File: src/rtl/mem_stage_hs.sv
// rtl/mem_stage_hs.sv - MEM stage with req/gnt/rvalid memory handshake, freeze and MEM/WB register (optional MEM_STALL_CNT_EN)
module mem_stage_hs #(
    parameter int DATA_W    = 32,
    parameter int DEST_W    = 4,
    parameter int MEM_AW    = 8,
    parameter int BASE_ADDR = 1024,
    parameter int CNT_W     = 16
) (
    input  logic              clk,
    input  logic              rst,
    input  logic              WB_EN_MEM,
    input  logic              MEM_R_EN_MEM,
    input  logic              MEM_W_EN_MEM,
    input  logic [DATA_W-1:0] alu_res_MEM,
    input  logic [DATA_W-1:0] rm_val_MEM,
    input  logic [DEST_W-1:0] dest_MEM,
    output logic              freeze,
    output logic              mem_req,
    output logic              mem_we,
    output logic [MEM_AW-1:0] mem_addr,
    output logic [DATA_W-1:0] mem_wdata,
    input  logic              mem_gnt,
    input  logic              mem_rvalid,
    input  logic [DATA_W-1:0] mem_rdata,
    output logic              WB_EN_WB,
    output logic              MEM_R_EN_WB,
    output logic [DATA_W-1:0] alu_res_WB,
    output logic [DATA_W-1:0] data_WB,
    output logic [DEST_W-1:0] dest_WB
`ifdef MEM_STALL_CNT_EN
    ,
    output logic [CNT_W-1:0]  stall_cnt
`endif
);

    typedef enum logic [1:0] {
        S_IDLE,
        S_REQ,
        S_RESP
    } state_t;

    state_t state;

    logic is_read;
    logic is_write;
    logic memop;
    logic done;
    logic rd_done;

    // A load with the store enable also set is treated as a plain read.
    assign is_read  = MEM_R_EN_MEM;
    assign is_write = MEM_W_EN_MEM & ~MEM_R_EN_MEM;
    assign memop    = is_read | is_write;

    assign rd_done = (state == S_RESP) & mem_rvalid;
    assign done    = (is_write & mem_gnt & ((state == S_IDLE) | (state == S_REQ))) | rd_done;

    assign mem_req   = rst & (((state == S_IDLE) & memop) | (state == S_REQ));
    assign mem_we    = rst & is_write;
    assign freeze    = rst & memop & ~done;
    assign mem_wdata = rm_val_MEM;
    assign mem_addr  = MEM_AW'((alu_res_MEM - DATA_W'(BASE_ADDR)) >> 2);

    always_ff @(posedge clk or negedge rst) begin
        if (!rst) begin
            state <= S_IDLE;
        end else begin
            case (state)
                S_IDLE: begin
                    if (memop) begin
                        if (!mem_gnt)
                            state <= S_REQ;
                        else if (is_read)
                            state <= S_RESP;
                    end
                end
                S_REQ: begin
                    if (mem_gnt)
                        state <= is_read ? S_RESP : S_IDLE;
                end
                S_RESP: begin
                    if (mem_rvalid)
                        state <= S_IDLE;
                end
                default: state <= S_IDLE;
            endcase
        end
    end

    // Frozen cycles push a bubble into WB; data fields hold their last values.
    always_ff @(posedge clk or negedge rst) begin
        if (!rst) begin
            WB_EN_WB    <= 1'b0;
            MEM_R_EN_WB <= 1'b0;
            alu_res_WB  <= '0;
            data_WB     <= '0;
            dest_WB     <= '0;
        end else if (freeze) begin
            WB_EN_WB    <= 1'b0;
            MEM_R_EN_WB <= 1'b0;
        end else begin
            WB_EN_WB    <= WB_EN_MEM;
            MEM_R_EN_WB <= MEM_R_EN_MEM;
            alu_res_WB  <= alu_res_MEM;
            dest_WB     <= dest_MEM;
            if (rd_done)
                data_WB <= mem_rdata;
        end
    end

`ifdef MEM_STALL_CNT_EN
    always_ff @(posedge clk or negedge rst) begin
        if (!rst)
            stall_cnt <= '0;
        else if (freeze && (stall_cnt != {CNT_W{1'b1}}))
            stall_cnt <= stall_cnt + 1'b1;
    end
`else
    logic [CNT_W-1:0] unused_stall_cnt;
    assign unused_stall_cnt = '0;
`endif

endmodule

File: config.mk
export PLATFORM = sky130hd
export DESIGN_NAME = mem_stage_hs
export DESIGN_NICKNAME = d
export VERILOG_FILES = /design/src/rtl/mem_stage_hs.sv
export SDC_FILE = /design/constraint.sdc
export NUM_CORES = 1
export LEC_CHECK = 0
export CELL_PAD_IN_SITES_DETAIL_PLACEMENT = 1
export CELL_PAD_IN_SITES_GLOBAL_PLACEMENT = 2
export CORE_MARGIN = 2
export CORE_UTILIZATION = 19
export CTS_BUF_LIST = sky130_fd_sc_hd__clkbuf_16
export CTS_CLUSTER_SIZE = 12
export DETAILED_ROUTE_END_ITERATION = 10
export PLACE_DENSITY_LB_ADDON = 0.1
export REMOVE_ABC_BUFFERS = 1
export SYNTH_ARGS = -nofsm -noshare
export SYNTH_HDL_FRONTEND = slang
export SYNTH_SLANG_ARGS = --single-unit
File: constraint.sdc
create_clock -name clk -period 1.38 [get_ports clk]
set_input_delay 0.207 -clock clk [delete_from_list [all_inputs] [get_ports clk]]
set_output_delay 0.207 -clock clk [all_outputs]
set_load 0.05 [all_outputs]
Word level (Yosys, flattened, before mapping)
Cells that the tools add are included.
Widths: inputs -> output; s select.

cells by class
  multiplexer cells = 9
  add/subtract/negate cells = 1
  eq/ne operators = 6
  bitwise gates (word level) = 16
  reduce and logical (&&, ||, !) cells = 3

operator list
  cell                   count
  $mux 2                 6
  $sub 10x1->10 const B  1
  $and 1x1->1            9
  $ne 2x2->1 const B     3
  $pmux 2 s3             1
  $or 1x1->1             4
  $reduce_and 4->1       1
  $ne 3x3->1 const B     1
  $not 1->1              3
  $eq 2x1->1 const B     1
  $eq 2x2->1 const B     1
  $logic_not 2->1        1
  $mux 1                 2
  $reduce_and 2->1       1

storage, ports and cells
  register bits = 72
  bits of input ports = 107
  output and inout port bits = 113
  logic and storage cells = 41

Logic depth before layout (Yosys ltp)
  depth in word-level cells = 9
  gate-level depth with buffers = 6
  depth with buffers taken out = 4

Worst setup path before layout
OpenSTA, ideal clock, no wires.

  path kind = reg-to-output
  from = register state[1]
  to = output mem_req
  path slack = -0.437 ns
  buffers on the path = 0
  arrival time = 1.610 ns
  stages on the path, launching flop included = 2
  required time = 1.173 ns
  cells stage by stage = dfrtp_1 -> nor3b_1

on the way
  cells in the longest elaborated chain, start to end = 4
  elaborated cells on any way between the ends = 5
  classes of those cells = eq/ne: 1; bitwise: 3; reduce/logical: 1

ends and longest elaborated chain
  element                 line  text
  from (decl)             42    state_t state;
  from (signal assigned)  79    state <= is_read ? S_RESP : S_IDLE;
  $logic_not 2->1         58    assign mem_req = rst & (((state == S_IDLE) & memop) | (state == S_REQ));
  $and 1x1->1             58
  $or 1x1->1 *            58
  $and 1x1->1 *           58
  to (decl)               18    output logic mem_req,

Mark *: on every way between the ends. The rest lies on a longest branch, timed or not.

Worst setup path in the final report
  from = register state[1]
  to = output freeze

on the way
  cells in the longest elaborated chain, start to end = 6
  elaborated cells on any way between the ends = 9
  classes of those cells = eq/ne: 2; bitwise: 6; reduce/logical: 1

ends and longest elaborated chain
  element                                               line  text
  $eq 2x1->1 / $logic_not 2->1 (equally long branches)  56    assign done = (is_write & mem_gnt & ((state == S_IDLE) | (state == S_REQ))) | rd_done;
  $or 1x1->1                                            56
  $and 1x1->1                                           56
  $or 1x1->1 *                                          56
  $not 1->1 *                                           60    assign freeze = rst & memop & ~done;
  $and 1x1->1 *                                         60
  to (decl)                                             17    output logic freeze,

Marked as above.

==> flow_summary.yaml <==
run_status:
  outcome: "complete, but fails checks"
  failed_checks: "negative setup slack"
sta:
  tightestPinTransition_ns: 0.515
  timing.final.crit_share_pct: 117
  finalHoldViolations: 0
  fmax_mhz: 621
  fin_hold_ws_ns: 0.0643
  setup_viol_count_final: 38
  setup_repair_after_global_routing_missed_its_margin: "yes"
  finalCriticalPeriod_ns: 1.61
  skew_ns: 0.00692
  worst_slack_ns: -0.231
  finalMaxSlewViolations: 0
  slew_headroom_pct: 65.7
global_routing:
  via_count_of_the_first_global_routing_pass: 2418
  grt_max_degree: 39
  grt_pass1_wl_um: 15600
  grt.overflow.total: 0
  initial_antenna_violation_count: 0
  gr-usage-all-layers_pct: 11.9
routing:
  wirelength_um: 10000
  post-route-drc-count: 0
  detailroute.via_count: 2156
  routed_wire_per_std_cell_um: 17.8
  drt_iter0_drc: 37
  detail_route.vias_per_cell: 3.84
  drtAntennaViolNets: 0
  drt_pre_antenna_iters: 4
pwr:
  irDropWorstVdd_v: 0.000576
  post-layout-total-power_mw: 10.0
  power.share.switching_pct: 35.2
  gate_power_share_pct: 45.4
  clock_power_share_pct: 24.5
  power.density_nw_per_um2: 1680
  net_switching_component_of_the_power_mw: 3.53
  p_leak_nw: 2.62
  p_int_mw: 6.49
  power_share_of_the_sequential_group_pct: 30.1
cts:
  ctsHtreeMaxLevel: 3
  clk_transition_reported_paths_ns: 0.06
  numClockSinks: 72
  cts.root.buffer_cell: "clkbuf_16"
  cts_tree: "built"
  clock_latency_ns: 0.33
  clock_buffers_created_by_tritoncts: 9
  clock_tree.buffer_depth: 2
die:
  floorplan.die.height_um: 132
  core.rowCount: 46
  initial_core_util_pct: 19.6
  fp.dieW_um: 132
  ioPinCount: 220
  floorplan.core_area_um2: 15900
  die_area_um2: 17500
placed_design:
  dp_hpwl_um: 7160
  postPlaceCellArea_um2: 5470
  gp_routability_congestion: 0.645
  placement.setup.worst_slack_ns: -0.410
  port_buffers: 155
logic_synthesis:
  distinct_cell_type_count_after_synthesis: 20
  synth_largest_area_cell: "dfrtp_1"
  synth_most_common_cell: "dfrtp_1"
  post_synth_main_area_contributors: "dfrtp_1, mux2_2, buf_4"
  synthDominantCellAreaShare_pct: 57.7
  async_set_or_reset_flop_fraction_in_the_synthesized_netlist_pct: 100
  yosys_warnings: 0
  syn_avg_cell_area_um2: 15.4
  ys_ff_latch: 72
  yosys_most_used_dff: "dfrtp_1"
  synth_commonest_cells: "dfrtp_1, mux2_2, buf_4"
  syn_area_um2: 3120
  yosysSeqAreaShare_pct: 57.7
  post_synth_inst_count: 202
  synth_edf_count: 0
setup_path:
  startpoint_type: "flop"
  critical_path_peak_fanout: 4
  end_kind: "output port"
  worst-endpoint-arrival_ns: 1.40
  setup.worst_path.class: "reg -> out"
  worst_ep_required_time_ns: 1.17
layout:
  area_growth_syn_to_fin_pct: 91.1
  antennaDiodeCount: 0
  fraction_of_the_core_area_covered_by_cells_at_the_end_of_the_flow_pct: 37.4
  final_area_um2: 5960
  nets: 449
  layout_cells_sized_above_1_pct: 55.8
job:
  drv_cap: 0
hold_path:
  min-delay-path-class: "in -> async"
## placed cells by master, fill, tap and decap left out
cell,Yosys,layout
a21oi_1,1,1
a21oi_4,0,1
and3_1,1,1
buf_12,2,83
buf_16,0,2
buf_4,41,15
buf_6,1,2
buf_8,0,1
bufinv_16,0,2
clkbuf_16,0,9
clkdlybuf4s50_1,0,71
clkinv_2,0,2
dfrtp_1,72,71
dfrtp_2,0,1
dlygate4sd2_1,0,1
dlymetal6s2s_1,0,1
inv_1,1,3
mux2_2,48,48
mux2_4,20,20
nand2_1,2,1
nand2_2,0,1
nand2b_4,1,1
nand3b_4,1,1
nor2_1,1,1
nor2_4,0,1
nor2b_4,0,1
nor3_1,2,1
nor3_4,0,1
nor3b_4,0,1
o21ai_0,1,1
## routing by layer
layer / part of all wire (%) / up-vias / global-route usage, %
li1: - / 926 / -
met1: 41 / 1065 / 14.6
met2: 40 / 155 / 15.1
met3: 17 / 10 / 9.46
met4: 1.2 / 0 / 4.35
met5: 0 / - / 0.556
## flip-flops by register name, summed over array words and instances (netlist names)
name         count
state            2
dest_WB          4
MEM_R_EN_WB      1
WB_EN_WB         1
data_WB         32
alu_res_WB      32
## power by group through the flow
stage	clock network, mW	logic [mW]	registers (mW)
after floorplan	0	0.553	4.34
after global placement	0	4.49	3.04
after detailed placement	0	4.51	3.06
after CTS	2.56	4.58	3.02
after global routing	2.65	4.72	3.08
final	2.45	4.56	3.01
## what timing repair did
item	in CTS	in global routing
resized for setup	9	12
hold buffers	0	0
pin swaps	3	2
setup buffers	6	5
endpoints found under the setup margin	71	72
gates cloned	2	0
## per-stage QoR
stage               instances  TNS, ns
CTS                       559    -8.81
detailed placement        536   -25.32
global route              562    -8.51
global placement          536   -25.99
finish                    562    -6.14
floorplan                 155   -62.01
## cell families after synthesis
kind of cell	share of synthesized area, %
AO/OA/AOI/OAI	0.601
AND/OR/NAND/NOR	2.61
buffers and inverters	12.1
multiplexers	26.9
flip-flops	57.7
## worst max-delay path, cell delays in order, from the launching register on
cell	delay [ns]
dfrtp_2	0.44
nand2b_4	0.17
a21oi_4	0.14
nor2_4	0.05
buf_12	0.13
buf_12	0.14
## layout make-up
cell class | instances | area, µm²
fill | 1617 | 9980
timing repair buffer | 176 | 2600
sequential | 72 | 1800
multi-input combinational | 82 | 986
tap | 216 | 270
clock buffer | 9 | 225
clock inverter | 6 | 77.6
inverter | 1 | 3.75
## path summary, 6_finish.rpt
| path | startpoint | endpoint | slack (ns) | cells after the start |
|---|---|---|---|---|
| worst min register to register | state[1]$_DFFE_PN0P_ | state[1]$_DFFE_PN0P_ | 0.56 | 2 |
| min in group clk | rm_val_MEM[4] | mem_wdata[4] | 0.41 | 0 |
| worst max register to register | state[1]$_DFFE_PN0P_ | alu_res_WB[21]$_DFFE_PN0N_ | -0.23 | 7 |
| worst min-delay path | rst | state[0]$_DFFE_PN0P_ | 0.06 | 3 |
| worst max-delay path | state[1]$_DFFE_PN0P_ | freeze | -0.23 | 5 |
| max in group asynchronous | rst | alu_res_WB[4]$_DFFE_PN0N_ | 0.94 | 3 |
Power figures use the tool's default switching activity.
